--- src/rtl/proc_seq_pkg.sv ---
// proc_seq_pkg: shared types and instruction-field constants for the proc sequencer.
package proc_seq_pkg;

    localparam int unsigned WORD_W  = 16;
    localparam int unsigned FIELD_W = 3;

    // Instruction field positions within a 16-bit program word
    localparam int unsigned OP_LSB = 6;
    localparam int unsigned OP_MSB = OP_LSB + FIELD_W - 1;
    localparam int unsigned RX_LSB = 3;
    localparam int unsigned RY_LSB = 0;

    // Opcodes understood by proc; only mvi changes sequencing
    localparam logic [FIELD_W-1:0] OP_MV  = 3'b000;
    localparam logic [FIELD_W-1:0] OP_MVI = 3'b001;
    localparam logic [FIELD_W-1:0] OP_ADD = 3'b010;
    localparam logic [FIELD_W-1:0] OP_SUB = 3'b011;

    typedef enum logic [2:0] {
        S_IDLE,
        S_ISSUE,
        S_OPERAND,
        S_WAIT,
        S_HALT
    } state_t;

    function automatic logic [FIELD_W-1:0] opcode_of(input logic [WORD_W-1:0] word);
        return word[OP_MSB:OP_LSB];
    endfunction

    // mvi is the only two-word instruction
    function automatic logic is_mvi(input logic [WORD_W-1:0] word);
        return opcode_of(word) == OP_MVI;
    endfunction

endpackage

--- src/rtl/proc_seq_ram.sv ---
// proc_seq_ram: DEPTH x 16 program store, synchronous write, asynchronous read.
module proc_seq_ram
    import proc_seq_pkg::*;
#(
    parameter int unsigned DEPTH = 32,
    parameter int unsigned AW    = $clog2(DEPTH)
) (
    input  logic              clk,
    input  logic              we,
    input  logic [AW-1:0]     wr_addr,
    input  logic [WORD_W-1:0] wr_data,
    input  logic [AW-1:0]     rd_addr,
    output logic [WORD_W-1:0] rd_data
);

    logic [WORD_W-1:0] mem [DEPTH];

    // Write port; contents are deliberately not reset
    always_ff @(posedge clk) begin
        if (we) begin
            mem[wr_addr] <= wr_data;
        end
    end

    assign rd_data = mem[rd_addr];

endmodule

--- src/rtl/proc_sequencer.sv ---
// proc_sequencer: replays a stored program into proc over DIN/Run, one
// instruction per Done, capturing Bus into result.
// Optional watchdog on Done: define PROC_SEQ_TIMEOUT_EN.
module proc_sequencer
    import proc_seq_pkg::*;
#(
    parameter int unsigned DEPTH   = 32,
    parameter int unsigned AW      = $clog2(DEPTH),
    parameter int unsigned TIMEOUT = 255
) (
    input  logic              Clock,
    input  logic              Reset,
    input  logic              start,
    input  logic              prog_we,
    input  logic [AW-1:0]     prog_addr,
    input  logic [WORD_W-1:0] prog_data,
    input  logic [AW:0]       prog_len,
    input  logic              Done,
    input  logic [WORD_W-1:0] Bus,
    output logic [WORD_W-1:0] DIN,
    output logic              Run,
    output logic              busy,
    output logic              halted,
    output logic              err,
    output logic [AW:0]       pc,
    output logic [WORD_W-1:0] result
);

    localparam int unsigned PW = AW + 1;

    state_t            state;
    logic [PW-1:0]     len_q;
    logic              mvi_q;
    logic [PW-1:0]     pc_inc1;
    logic [PW-1:0]     pc_adv;
    logic [AW-1:0]     rd_addr;
    logic [WORD_W-1:0] rd_data;
    logic              word_mvi;
    logic              mvi_fits;
    logic              ram_we;

`ifdef PROC_SEQ_TIMEOUT_EN
    localparam int unsigned CW = ($clog2(TIMEOUT + 1) > 8) ? $clog2(TIMEOUT + 1) : 8;
    logic [CW-1:0] wd_cnt;
    logic [CW-1:0] wd_inc;
    logic          wd_hit;

    assign wd_inc = wd_cnt + CW'(1);
    assign wd_hit = (wd_inc == CW'(TIMEOUT));
`else
    // TIMEOUT only matters in the watchdog build
    if (TIMEOUT == 0) begin : g_timeout_unused
    end
`endif

    // Loads are only accepted while no program is running
    assign ram_we = prog_we && (state == S_IDLE || state == S_HALT);

    proc_seq_ram #(
        .DEPTH (DEPTH),
        .AW    (AW)
    ) u_ram (
        .clk     (Clock),
        .we      (ram_we),
        .wr_addr (prog_addr),
        .wr_data (prog_data),
        .rd_addr (rd_addr),
        .rd_data (rd_data)
    );

    // pc never exceeds DEPTH, so +1/+2 fit in AW+1 bits without wrapping
    assign pc_inc1  = pc + PW'(1);
    assign pc_adv   = pc + (mvi_q ? PW'(2) : PW'(1));
    assign word_mvi = is_mvi(rd_data);
    assign mvi_fits = (pc_inc1 < len_q);

    // Single read address: operand word during OPERAND and while waiting on an mvi
    always_comb begin
        rd_addr = AW'(pc);
        if (state == S_OPERAND || (state == S_WAIT && mvi_q)) begin
            rd_addr = AW'(pc_inc1);
        end
    end

    // Word presented to proc; zero outside an active instruction
    always_comb begin
        DIN = '0;
        if (state == S_ISSUE || state == S_OPERAND || state == S_WAIT) begin
            DIN = rd_data;
        end
    end

    // Run pulses in ISSUE unless the mvi would read past the program end
    assign Run  = (state == S_ISSUE) && !(word_mvi && !mvi_fits);
    assign busy = (state == S_ISSUE) || (state == S_OPERAND) || (state == S_WAIT);

    // Sequencer state machine and status registers
    always_ff @(posedge Clock) begin
        if (Reset) begin
            state  <= S_IDLE;
            pc     <= '0;
            len_q  <= '0;
            mvi_q  <= 1'b0;
            halted <= 1'b0;
            err    <= 1'b0;
            result <= '0;
`ifdef PROC_SEQ_TIMEOUT_EN
            wd_cnt <= '0;
`endif
        end else begin
            case (state)
                S_IDLE, S_HALT: begin
                    if (start) begin
                        len_q  <= prog_len;
                        pc     <= '0;
                        err    <= 1'b0;
                        halted <= (prog_len == '0);
                        state  <= (prog_len == '0) ? S_HALT : S_ISSUE;
                    end
                end
                S_ISSUE: begin
                    mvi_q <= word_mvi;
`ifdef PROC_SEQ_TIMEOUT_EN
                    wd_cnt <= '0;
`endif
                    if (word_mvi) begin
                        if (mvi_fits) begin
                            state <= S_OPERAND;
                        end else begin
                            err   <= 1'b1;
                            state <= S_HALT;
                        end
                    end else begin
                        state <= S_WAIT;
                    end
                end
                S_OPERAND: begin
`ifdef PROC_SEQ_TIMEOUT_EN
                    wd_cnt <= '0;
`endif
                    state <= S_WAIT;
                end
                S_WAIT: begin
                    if (Done) begin
                        result <= Bus;
                        pc     <= pc_adv;
                        if (pc_adv >= len_q) begin
                            halted <= 1'b1;
                            state  <= S_HALT;
                        end else begin
                            state <= S_ISSUE;
                        end
                    end
`ifdef PROC_SEQ_TIMEOUT_EN
                    else if (wd_hit) begin
                        err   <= 1'b1;
                        state <= S_HALT;
                    end else begin
                        wd_cnt <= wd_inc;
                    end
`endif
                end
                default: state <= S_IDLE;
            endcase
        end
    end

endmodule

--- config.mk ---
export PLATFORM = sky130hd
export DESIGN_NAME = proc_sequencer
export DESIGN_NICKNAME = d
export VERILOG_FILES = /design/src/rtl/proc_seq_pkg.sv /design/src/rtl/proc_seq_ram.sv /design/src/rtl/proc_sequencer.sv
export SDC_FILE = /design/constraint.sdc
export NUM_CORES = 1
export LEC_CHECK = 0
export CAP_MARGIN = 20
export CORE_MARGIN = 4
export CORE_UTILIZATION = 45
export CTS_CLUSTER_SIZE = 16
export DETAILED_ROUTE_END_ITERATION = 7
export SLEW_MARGIN = 20
export SYNTH_ARGS = -nofsm -noshare
export SYNTH_HDL_FRONTEND = slang
export SYNTH_HIERARCHICAL = 1
export SYNTH_SLANG_ARGS = --single-unit
--- constraint.sdc ---
create_clock -name Clock -period 2.8 [get_ports Clock]
set_input_delay 0.28 -clock Clock [delete_from_list [all_inputs] [get_ports Clock]]
set_output_delay 0.28 -clock Clock [all_outputs]
set_load 0.01 [all_outputs]
# == Word level (Yosys, flattened, before mapping) ==
# Memories as Yosys holds them, arrays and structs flattened.
# Index checks and enable logic that the tools add are counted.
# op_classes
n_addsub,2
magnitude_cmp,2
eq_ne,10
mux,23
n_reduce_logical,21
# op_table
operator,n
3-bit 2-to-1 mux,6
16-bit 2-to-1 mux,1
6-bit 2-to-1 mux,2
3-bit case mux with 4 select lines,1
6-bit case mux with 2 select lines,1
1-bit 2-to-1 mux,8
"2-bit != test, second input constant",4
4-bit AND reduction,2
"6-bit by 1-bit adder with 6-bit output, second input constant",1
6-bit by 2-bit adder with 6-bit output,1
"3-bit by 1-bit == test with 1-bit output, second input constant",2
"3-bit by 2-bit == test with 1-bit output, second input constant",2
6-bit greater-or-equal comparator,1
6-bit zero test,1
6-bit < comparator,1
2-bit AND reduction,3
5-bit 2-to-1 mux,1
1-bit logical AND,4
1-bit logical OR,4
1-bit case mux with 2 select lines,2
2-bit nonzero test,2
"3-bit == test, second input constant",1
3-bit zero test,1
3-bit AND reduction,1
4 further kinds,5
# word_totals
reg_bits,34
ramBits,512
inputBits,48
out_inout_bits,42
elab_cells,66
mem_count,1
# memory_table
name,words,width,rd,rd_clocked_by_memory_dff,write_ports,line,rtl
u_ram.mem,32,16,1,0,1,proc_seq_ram.sv:16,logic [WORD_W-1:0] mem [DEPTH];

# == Logic depth before layout (Yosys ltp) ==
# Gate-level depths: netlist (run 1).
# An unclocked memory read counts as a cell.
# logic_depth
ltp_word,9
mapped_depth,17
mapped_depth_nobuf,14

# == By module ==
# Netlist (run 1), hierarchy kept.
# by_module_without_submodules
module,instances,cells_per_inst,area_per_inst_um2
proc_seq_ram,1,1127,20215.6
proc_sequencer,1,265,2010.7

# == Worst setup path before layout (run 1) ==
# OpenSTA, ideal clock, no wires.
# synth_path
kind,reg2reg
start,reg state[1]
end,reg state[0]
setup_time_ns,0.129
t_arrival_ns,2.936
required_time_ns,2.671
slack_ns,-0.265
stages_incl_launch_ff,17
path_buffers,3
path_cell_list,dfxtp_1 buf_2 nand2b_1 a21oi_2 nand2_1 xnor2_1 and2_1 buf_4 clkbuf_1 a21oi_1 a31oi_1 nand3_1 nor3b_1 o22ai_1 a221oi_1 o21a_1 nor3_1
# synth_via
elab_chain_len,8
elab_cells_between_ends,16
cone_classes,eq/ne: 7; mux: 3; reduce/logical: 5; memory: 1
# synth_rtl
element,line,rtl
"start, declared",proc_sequencer.sv:31,state_t state;
"start signal, assigned",proc_sequencer.sv:118,state <= (prog_len == '0) ? S_HALT : S_ISSUE;
3-bit by 2-bit == test with 1-bit output,proc_sequencer.sv:80,if (state == S_OPERAND || (state == S_WAIT && mvi_q)) begin
1-bit logical AND,proc_sequencer.sv:80,
1-bit logical OR *,proc_sequencer.sv:80,
5-bit 2-to-1 mux *,proc_sequencer.sv:80,
via rd_addr[2],proc_sequencer.sv:36,logic [AW-1:0] rd_addr;
memory 32 x 16 bit *,n/a,
via rd_data[7],proc_sequencer.sv:37,logic [WORD_W-1:0] rd_data;
3-bit by 1-bit == test with 1-bit output *,proc_seq_pkg.sv:33,return opcode_of(word) == OP_MVI;
3-bit 2-to-1 mux *,proc_sequencer.sv:126,if (word_mvi) begin
3-bit case mux with 4 select lines *,proc_sequencer.sv:111,case (state)
# The timed path passes the listed nets; every way through them passes the cells marked *.
# A chain may end at the register's enable or synchronous reset.

# == Worst setup path in the final report (run 1) ==
# layout_path
start,reg state[2]
end,out Run
# layout_via
elab_chain_len,9
elab_cells_between_ends,11
cone_classes,eq/ne: 4; mux: 1; reduce/logical: 5; memory: 1
# layout_rtl
element,line,rtl
3-bit by 2-bit == test with 1-bit output,proc_sequencer.sv:80,
1-bit logical AND,proc_sequencer.sv:80,
1-bit logical OR *,proc_sequencer.sv:80,
5-bit 2-to-1 mux *,proc_sequencer.sv:80,
via rd_addr[4],proc_sequencer.sv:36,
memory 32 x 16 bit *,n/a,
via rd_data[6],proc_sequencer.sv:37,
3-bit by 1-bit == test with 1-bit output *,proc_seq_pkg.sv:33,
1-bit logical AND *,proc_sequencer.sv:94,assign Run = (state == S_ISSUE) && !(word_mvi && !mvi_fits);
1-bit zero test *,proc_sequencer.sv:94,
1-bit logical AND *,proc_sequencer.sv:94,
"end, declared",proc_sequencer.sv:21,"output logic Run,"
# Marks and branches as above.

==> results of run 1 <==
-- where the power goes --
part	total [W]	internal, W	switching (W)
Clock	0.00696	0.00393	0.00304
Sequential	0.00910	0.00905	0.0000455
Combinational	0.00534	0.00289	0.00245
-- final cells by class --
cell class,instances,area [um^2]
Inverter,12,45.0
Fill cell,3825,20500
Tap cell,664,831
Timing Repair Buffer,342,3580
Clock inverter,33,255
Multi-Input combinational cell,751,6140
Clock buffer,66,1440
Sequential cell,546,16100
-- layout by cell type (no fill, tap or decap), drive strengths merged, types with 20 or more instances in the layout --
cell / n
nor2: 50
nand3: 40
a21oi: 68
a22oi: 65
dfxtp: 34
mux2i: 256
buf: 270
and2: 20
clkdlybuf4s50: 72
clkinv: 27
nand2: 93
clkbuf: 66
a22o: 32
nor3: 21
edfxtp: 512
-- Yosys cell counts (2+ instances only) --
library cell / instances
a22o_1: 32
or3b_2: 3
nand2_1: 92
a21oi_1: 66
inv_1: 12
nand3b_1: 6
xor2_1: 5
nand2b_1: 6
mux2i_1: 256
nor2_1: 48
buf_4: 20
and2_1: 19
nor3_1: 21
clkbuf_1: 19
a221oi_1: 2
a31oi_1: 17
nor2b_1: 3
buf_2: 27
ha_1: 14
a21o_1: 3
buf_12: 5
buf_6: 6
dfxtp_1: 34
buf_8: 6
a21oi_2: 2
xnor2_1: 7
nand3_1: 40
o21ai_1: 2
a22oi_1: 65
edfxtp_1: 512
nand4_1: 18
-- worst paths after layout --
| path | from | end |
|---|---|---|
| worst max-delay path | state[2]$_SDFFE_PP0P_ | Run |
| worst min-delay path | Bus[11] | result[11]$_SDFFE_PP0P_ |
| worst max register to register | state[2]$_SDFFE_PP0P_ | state[0]$_SDFFE_PP0P_ |
| worst min register to register | result[4]$_SDFFE_PP0P_ | result[4]$_SDFFE_PP0P_ |
-- sequential cells by signal, indices dropped and copies added, names as in the netlist --
name,cells
err,1
halted,1
len_q,6
mvi_q,1
pc,6
result,16
state,3
u_ram/mem,512
-- repair_timing --
item | in CTS | in global routing
setup endpoints to repair | 22 | 22
cloned | 11 | 0
pin swaps | 66 | 41
resized for setup | 210 | 76
hold endpoints to repair | 0 | 0
setup buffers | 54 | 25
-- metal layers --
metal / vias up / part of all wire (%)
met4: 4 / 2.5
met1: 6801 / 44
met3: 100 / 6.6
li1: 6037 / -
met2: 465 / 47
met5: - / 0.047
-- kinds of logic (layout without fill, tap and decap cells) --
family,Yosys count,after routing
DFF,546,546
adders and majority gates,15,15
xor gates and xnor gates,12,12
muxes,257,257
AOI/OAI and AO/OA,199,199
and+or+nand+nor,268,268
buffers and inverters,95,453
-- tightest hold or removal path, stage by stage --
cell,delay [ns]
clkdlybuf4s50_1,0.40
nand2_1,0.06
a21oi_1,0.05
-- per-stage QoR --
stage	std cells	setup TNS, ns	area (um^2)	total power [W]
2_1_floorplan	1392	0	22300	0.0118
5_1_grt	2414	-18.25	28400	0.0222
3_5_place_dp	2244	-12.57	25100	0.0131
6_report	2414	-15.09	28400	0.0214
4_1_cts	2405	-15.53	28100	0.0215
3_3_place_gp	2244	-11.90	25100	0.0130
==> run metrics, run 1 <==
status complete, but fails checks; failing checks negative setup slack; synthesized area per cell 16.0 um^2; Tightest Hold Check Type input pin to register; Ports 90; Area Overhead vs Synth 27.6%; Die Span X 230 um; Remaining DRCs 0; P per Cell Area 755 mW/mm^2; layout cells sized above 1 26.5%; synth warn 6; Leak 9.50 nW; Worst-Skew Late Latency 0.62 ns; Clock transition at path regs 0.06 ns; met2 usage 36.0%; Die ar. 0.0530 mm^2; post-synthesis mux area share 11.6%; Worst R2R Setup Slack -0.60 ns; hold buffers post-CTS 0; initial antenna violation count 3; Critical Path AT 3.49 ns; max-slew violations 0; FF-to-FF path depth 19; Worst EP required 2.52 ns; antenna cell count 0; CP max-delay cell dfxtp_2; Top cell by count, worst path buf_4; global routing's busiest layer met2; Distinct cells, synth 55; flops & latches, synth 546; xor/xnor cell area share of the yosys netlist 0.473%; Max Fclk 265 MHz; drt first pass iters 5; fraction of registers with async set/reset 0%; post-synthesis compound-gate area fraction 6.06%; final setup violation count 22; CP startpoint kind register; gr usage total 22.1%; Nets 1772; critical path type register to output port; routed len/inst 24.6 um; Levels on crit path 16; number of global-route vias before repair 13634; H-tree depth 2; first-pass GRT wire length 87300 um; post-layout min period 3.77 ns; crit share post-route 135%; final core utilization 58.0%; Initial Utilization 45.5%; Worst-Margin Slew 0.678 ns; worst path cell trace nand2b_4 > a21oi_4 > buf_4 > buf_4 > nand4_1 > xnor2_2 > buf_4 > nand2b_1 > buf_4 > a21oi_1 > nand3_2 > nand3_1 > nor3b_4 > a21boi_2 > nor2b_1 > buf_2; Synth Flop Type edfxtp_1; clock skew 0.0234 ns; DRT antenna net count 0; 1st-iter DRT viols 1152; Synth Cell Area 0.0222 mm^2; pin count of the biggest net entering global routing 33; Fin. Hold Viols 0; GRT overflow 0; Worst Setup End Kind output port; largest family of logic cells by synthesized area multiplexers; CP max stage delay 0.32 ns; RSZ-0062 raised after global routing yes; Slew HR 54.6%; vias 13407; Mapped Nets 1455; Core Area 0.0488 mm^2; clock root cell clkbuf_16; number of synthesized flops with an enable pin 512; grt met1 use 30.7%; final WL 59300 um; CTS tree yes; final worst slack -0.973 ns; CP bufs+invs 5; Max rail drop VDD 496 uV; Max Buffers Root-to-Sink 3; Worst path top cell family by delay simple AND/OR/NAND/NOR gates; grt met3 use 4.26%; synthesized instance count 1392; Synth Area in Simple Gates 5.79%; Synth Area in Adders 0.878%; Via density 5.55; Die Ht 230 um; post-placement setup slack -0.759 ns; IO Port Bufs 89; DP HPWL 35800 um; Worst Hold Margin 0.215 ns; CP Max Fanout 5; CTS Buf Count 56; Hold Path Stages 3; synth top area cells edfxtp_1, mux2i_1, dfxtp_1, a22oi_1, nand2_1; placer congestion estimate 0.858; sequential fraction of the synthesis area 72.2%; post-synth top area cell edfxtp_1; post-synth top area share 69.2%; max-cap viol count 0; Rows 81; clk sinks 546
No activity file was read; power rests on OpenSTA's default activity.
==> run 2: changes to the inputs <==
--- a/config.mk
+++ b/config.mk
@@ -5,6 +5,7 @@
 export SDC_FILE = /design/constraint.sdc
 export NUM_CORES = 1
 export LEC_CHECK = 0
+export ABC_AREA = 1
 export CAP_MARGIN = 20
 export CORE_MARGIN = 4
 export CORE_UTILIZATION = 45
@@ -13,5 +14,4 @@
 export SLEW_MARGIN = 20
 export SYNTH_ARGS = -nofsm -noshare
 export SYNTH_HDL_FRONTEND = slang
-export SYNTH_HIERARCHICAL = 1
 export SYNTH_SLANG_ARGS = --single-unit
==> run 2 against run 1 <==
The run still ends with negative setup slack left. Final cell count up 28%. Worst setup slack better by 0.66 ns. Sequential share of layout area down 4.7 points. Register-to-register slack better by 0.61 ns. Critical path depth up 3. Critical endpoint unchanged. Largest power group unchanged.
==> run metrics, run 2 <==
initial antenna violation count 0 (-3); gr usage total 25.6% (+3.5 points); Die ar. 0.0546 mm^2 (+3.1%); first-pass GRT wire length 104000 um (+19%); final core utilization 61.5% (+3.5 points); failing checks negative setup slack; critical path type register to output port; Worst EP required 2.52 ns (about the same); CP bufs+invs 5 (unchanged); Via density 5.54 (-0.22%); Nets 2438 (+38%); clk sinks 546 (unchanged); Reg with most FFs u_ram.mem; Worst path top cell family by delay simple AND/OR/NAND/NOR gates; number of synthesized flops with an enable pin 512 (unchanged); P per Cell Area 841 mW/mm^2 (+11%); Core Area 0.0503 mm^2 (+2.9%); placer congestion estimate 0.859 (+0.13%); commonest non-fill, non-tap cell in the layout nand2_1; vias 17145 (+28%); Slew HR 58.3% (+3.7 points); CTS Buf Count 57 (+1.8%); Worst Setup End Kind output port; DP HPWL 39700 um (+11%); most common cell in the netlist nand2_1; Leak 11.8 nW (+24%); sequential fraction of the synthesis area 70.0% (-2.2 points); RSZ-0062 raised after global routing yes; Area Overhead vs Synth 34.9%; CP max-delay cell dfxtp_2; Max Buffers Root-to-Sink 3 (unchanged); synthesized instance count 2048 (+47%); Regs by FF count u_ram.mem: 512 flops, result: 16 flops; Ports 90 (unchanged); Max rail drop VDD 548 uV (+10%); CP Max Fanout 6 (+1); Remaining DRCs 0 (unchanged); final WL 72100 um (+22%); Worst-Margin Slew 0.624 ns (-0.0541 ns); final worst slack -0.308 ns (+0.664 ns); max reg flops 512 (unchanged); Tightest Hold Check Type input pin to register; Clock transition at path regs 0.06 ns (about the same); fraction of registers with async set/reset 0% (unchanged); Synth Flop Type edfxtp_1; flops & latches, synth 546 (unchanged); clock root cell clkbuf_16; max-cap viol count 0 (unchanged); H-tree depth 2 (unchanged); Fin. Hold Viols 0 (unchanged); Initial Utilization 45.6% (+0.11 points); Tot Pwr 0.0260 W (+21%); layout cells sized above 1 27.5% (+1.1 points); Max Fclk 322 MHz (+21%); crit share post-route 111% (-24 points); 1st-iter DRT viols 1998 (+73%); Critical Path AT 2.83 ns (-0.66 ns); max-slew violations 0 (unchanged); post-placement setup slack -0.266 ns (+0.493 ns); synthesized area per cell 11.2 um^2 (-30%); CTS tree yes; Synth top cells by count nand2_1, edfxtp_1, nand3_1; worst path cell trace inv_2 > nor2_8 > nand2_8 > buf_12 > nand2_8 > nand2_8 > buf_6 > clkbuf_16 > nand2_1 > nand2_1 > nand2_1 > nand3_2 > nand3_2 > nand3_2 > nand2_4 > nand3_2 > nand2_2 > nand2_1 > buf_2; Die Span X 234 um (+1.5%); GRT overflow 0 (unchanged); Die Ht 234 um (+1.5%); DRT antenna net count 0 (unchanged); synth warn 0 (-6); Synth Cell Area 0.0229 mm^2 (+3.2%); final setup violation count 17 (-23%); Rows 82 (+1.2%); post-synth top area share 67.1% (-2.1 points); synth top area cells edfxtp_1, nand3_1, nand2_1, dfxtp_1, inv_1; CP startpoint kind register; drt first pass iters 5 (unchanged); hold buffers post-CTS 0 (unchanged); IO Port Bufs 89 (unchanged); routed len/inst 23.3 um (-5.1%); CP max stage delay 0.33 ns (about the same); post-synth top area cell edfxtp_1; status complete, but fails checks; pin count of the biggest net entering global routing 33 (unchanged); Distinct cells, synth 34 (-38%); Mapped Nets 2111 (+45%); post-layout min period 3.11 ns (-0.664 ns); Worst-Skew Late Latency 0.65 ns (+0.03 ns); Worst Hold Margin 0.249 ns (+0.0335 ns); clock skew 0.0288 ns (+0.00538 ns); antenna cell count 0 (unchanged); most frequent cells in the layout nand2_1, edfxtp_1, nand3_1; number of global-route vias before repair 16513 (+21%)
run 2: cell count changes after synthesis, sizes merged, moves of 20 or more:
cell and change:
mux2i -256, a22oi -65, a22o -32, nand2 +468, nand3 +461, nor2 +34, inv +127, buf +29
and2 -20, a21oi -29, o21ai +25
run 2: cells by family (layout without fill, tap and decap cells):
logic type                 Yosys count  count (layout)  share of synthesized area, %
and+or+nand+nor                   1156            1158                          22.1
adders and majority gates           15              15                         0.851
AOI/OAI and AO/OA                   71              71                          1.70
DFF                                546             546                          70.0
xor gates and xnor gates             7               7                         0.267
buffers and inverters              253             625                          5.05
run 2: layout make-up:
type / count / area [um^2]
multi-input cells: 1251 / 7110
flip-flops and latches: 546 / 16100
well taps: 672 / 841
clock inverters: 42 / 512
inverters: 140 / 528
clock buffers: 64 / 1450
fillers: 3857 / 19300
repair buffers: 379 / 4420
run 2: final timing paths:
check | startpoint | end | slack, ns | cells past startpoint
worst max-delay path | state[1]$_SDFFE_PP0P_ | Run | -0.31 | 19
worst min-delay path | Bus[9] | result[9]$_SDFFE_PP0P_ | 0.25 | 3
worst max register to register | pc[1]$_SDFFE_PP0P_ | state[0]$_SDFFE_PP0P_ | 0.01 | 19
worst min register to register | err$_SDFFE_PP0P_ | err$_SDFFE_PP0P_ | 0.45 | 2
run 2: what timing repair did:
| action | CTS | global route |
|---|---|---|
| pin swaps | 98 | 65 |
| gates cloned | 21 | 7 |
| setup buffers | 48 | 17 |
| gates resized for setup | 291 | 111 |
| endpoints found under the setup margin | 20 | 21 |
run 2: metal layers:
metal	wire length (um)	GRT usage, %	part of all wire [%]
met4	2870	9.91	4.0
met1	28900	35.6	40
met5	0	0	0
met3	6090	3.37	8.4
met2	34200	41.3	47
run 2: worst min-delay path, cell delays in order:
cell and delay, ns:
clkdlybuf4s50_1 0.40, nor2_1 0.10, nor2_1 0.05
run 2: where the power goes:
group | switching [W] | internal [W]
sequential | 0.0000598 | 0.00909
clock | 0.00328 | 0.00467
combinational | 0.00487 | 0.00403
total | 0.00820 | 0.0178
run 2: per-stage QoR:
stage                     setup TNS (ns)  cell area, um^2  std cells
after floorplan                        0            22900       2048
after global placement             -1.87            26200       2902
after detailed placement           -2.20            26200       2902
after CTS                          -4.90            30100       3071
after global routing               -6.11            30900       3094
final                              -4.22            30900       3094
==> run 3: changes to the inputs <==
--- a/config.mk
+++ b/config.mk
@@ -11,6 +11,7 @@
 export CORE_UTILIZATION = 45
 export CTS_CLUSTER_SIZE = 16
 export DETAILED_ROUTE_END_ITERATION = 7
+export PLACE_DENSITY_LB_ADDON = 0.15
 export SLEW_MARGIN = 20
 export SYNTH_ARGS = -nofsm -noshare
 export SYNTH_HDL_FRONTEND = slang
==> run 3 against run 2 <==
The flow still finishes with violations (negative setup slack). Largest power group unchanged. Final cell count fell by 1.2%. Combinational power decreased by 2.6%. Worst setup slack better by 0.081 ns. Sequential power is essentially flat. Routed wire length fell by 4.9%.
==> run metrics, run 3 (same netlist as run 2, synthesis figures left out) <==
Remaining DRCs 0 (unchanged); Slew HR 55.9% (-2.4 points); Critical Path AT 2.75 ns (-0.08 ns); Sw Pwr 0.00785 W (-4.3%); Rows 82 (unchanged); routed len/inst 22.4 um (-3.8%); Clock transition at path regs 0.06 ns (about the same); 1st-iter DRT viols 1682 (-16%); max-cap viol count 0 (unchanged); Area Overhead vs Synth 33.5%; gr usage total 24.4% (-1.2 points); pin count of the biggest net entering global routing 35 (+6.1%); Max Fclk 330 MHz (+2.7%); Max rail drop VDD 516 uV (-5.8%); CP startpoint kind register; Regs by FF count u_ram.mem: 512 flops, result: 16 flops; Worst path top cell family by delay buffers and inverters; Top cell by count, worst path buf_6; Max Buffers Root-to-Sink 3 (unchanged); commonest non-fill, non-tap cell in the layout nand2_1; status complete, but fails checks; Comb power frac 34.2% (about the same); IO Port Bufs 89 (unchanged); most frequent cells in the layout nand2_1, edfxtp_1, nand3_1; Tightest Hold Check Type input pin to register; Flop pwr share 36.1% (+0.9 points); vias 16741 (-2.4%); sequential cell area 0.0161 mm^2 (about the same); Leak 11.7 nW (-0.98%); crit share post-route 108% (-2.9 points); first-pass GRT wire length 99600 um (-4.6%); final worst slack -0.228 ns (+0.0806 ns); max-slew violations 0 (unchanged); P per Cell Area 828 mW/mm^2 (-1.5%); Worst-Margin Slew 0.660 ns (+0.0359 ns); DP HPWL 36900 um (-6.9%); dpl cell area 0.0260 mm^2 (-0.80%); layout cells sized above 1 26.2% (-1.3 points); CP max stage delay 0.35 ns (+0.02 ns); Post-Layout Cell Count 3057 (-1.2%); CTS tree yes; Die Ht 234 um (unchanged); final setup TNS -3.19 ns (+1.04 ns); Worst EP required 2.52 ns (about the same); CTS Buf Count 58 (+1.8%); Internal 0.0175 W (-1.6%); Die Span X 234 um (unchanged); placed insts 2869 (-1.1%); number of global-route vias before repair 16270 (-1.5%); Reg with most FFs u_ram.mem; Worst Setup End Kind output port; Core Area 0.0503 mm^2 (unchanged); CP max-delay cell dfxtp_2; Worst-Skew Late Latency 0.61 ns (-0.04 ns); fin area 0.0306 mm^2 (-1.0%); sw frac 30.9% (-0.61 points); clk sinks 546 (unchanged); DRT antenna net count 0 (unchanged); final setup violation count 19 (+2); Ports 90 (unchanged); area of the multi-input gates 0.00705 mm^2 (-0.86%); failing checks negative setup slack; worst path cell trace inv_4 > nor2_8 > nand2_8 > buf_6 > o21ai_4 > buf_6 > buf_12 > buf_12 > buf_6 > nand3_1 > nand3_2 > nand3_2 > nand3_2 > buf_6 > a21oi_2 > buf_2; Clock Power Share 29.7% (-0.9 points); GRT overflow 0 (unchanged); hold buffers post-CTS 0 (unchanged); drt first pass iters 6 (+1); clock skew 0.0117 ns (-0.0170 ns); critical path type register to output port; post-layout min period 3.03 ns (-0.0806 ns); CP Max Fanout 7 (+1); Worst R2R Setup Slack -0.09 ns (-0.10 ns); H-tree depth 2 (unchanged); initial antenna violation count 0 (unchanged); antenna cell count 0 (unchanged); RSZ-0062 raised after global routing yes; placer congestion estimate 0.819 (-4.7%); Tot Pwr 0.0254 W (-2.5%); clock root cell clkbuf_16; max reg flops 512 (unchanged); Via density 5.48 (-1.2%); CP bufs+invs 8 (+3); Initial Utilization 45.6% (unchanged); final WL 68500 um (-4.9%); # fillers 3893 (+0.93%); Nets 2401 (-1.5%); Fin. Hold Viols 0 (unchanged); Die ar. 0.0546 mm^2 (unchanged)
-- run 3: cell types whose count changed in the layout (fill, tap and decap cells not counted), sizes merged --
cell	delta
clkinv	-3
bufinv	-5
nand2	-2
clkinvlp	+1
bufbuf	-3
buf	-36
clkbuf	+13
inv	-2
-- run 3: path summary, 6_finish.rpt --
kind,start,to,cells after the start
worst max-delay path,state[1]$_SDFFE_PP0P_,DIN[1],16
worst min-delay path,Bus[1],result[1]$_SDFFE_PP0P_,3
worst min register to register,err$_SDFFE_PP0P_,err$_SDFFE_PP0P_,2
worst max register to register,mvi_q$_SDFFE_PP0P_,state[2]$_SDFFE_PP0P_,23
-- run 3: final cells by class --
type | count | share of cell area, %
clock inverters | 33 | 0.948
repair buffers | 343 | 13.9
multi-input cells | 1249 | 23.0
flip-flops and latches | 546 | 52.5
well taps | 672 | 2.75
clock buffers | 74 | 5.15
inverters | 140 | 1.75
-- run 3: layer usage --
metal  track usage (%)  part of all wire, %  vias to the layer above
li1                  -                    -                     7710
met1              32.8                   41                     8209
met2              40.8                   48                      700
met3              3.77                  7.2                      122
met4              7.84                  3.1                        0
met5                 0                    0                        -
-- run 3: stage by stage --
step	util, %	setup slack, ns	hold WS [ns]
floorplan	-	0.128	0.379
global placement	51.8	-0.210	0.445
detailed placement	51.8	-0.215	0.463
CTS	58.9	-0.314	0.223
global route	60.9	-0.367	0.247
finish	60.9	-0.228	0.261
-- run 3: timing repair --
item	CTS	global route
buffers inserted	41	16
pin swaps	86	80
resized for setup	266	138
gates cloned	17	10
endpoints found under the setup margin	20	21
hold endpoints to repair	0	0
-- run 3: power groups by stage --
stage | Sequential, W | Clock (W) | Combinational (W)
floorplan | 0.00932 | 0 | 0.00343
global placement | 0.00931 | 0 | 0.00583
detailed placement | 0.00931 | 0 | 0.00590
CTS | 0.00915 | 0.00766 | 0.00780
global route | 0.00916 | 0.00803 | 0.00929
finish | 0.00915 | 0.00754 | 0.00867
-- run 3: worst register-to-register path: cells and delay by family (launching register included) --
| family | cells | cell delay (ns) |
|---|---|---|
| AO/OA/AOI/OAI | 1 | 0.08 |
| flip-flops | 1 | 0.32 |
| buffers and inverters | 8 | 1.12 |
| AND/OR/NAND/NOR | 14 | 1.23 |
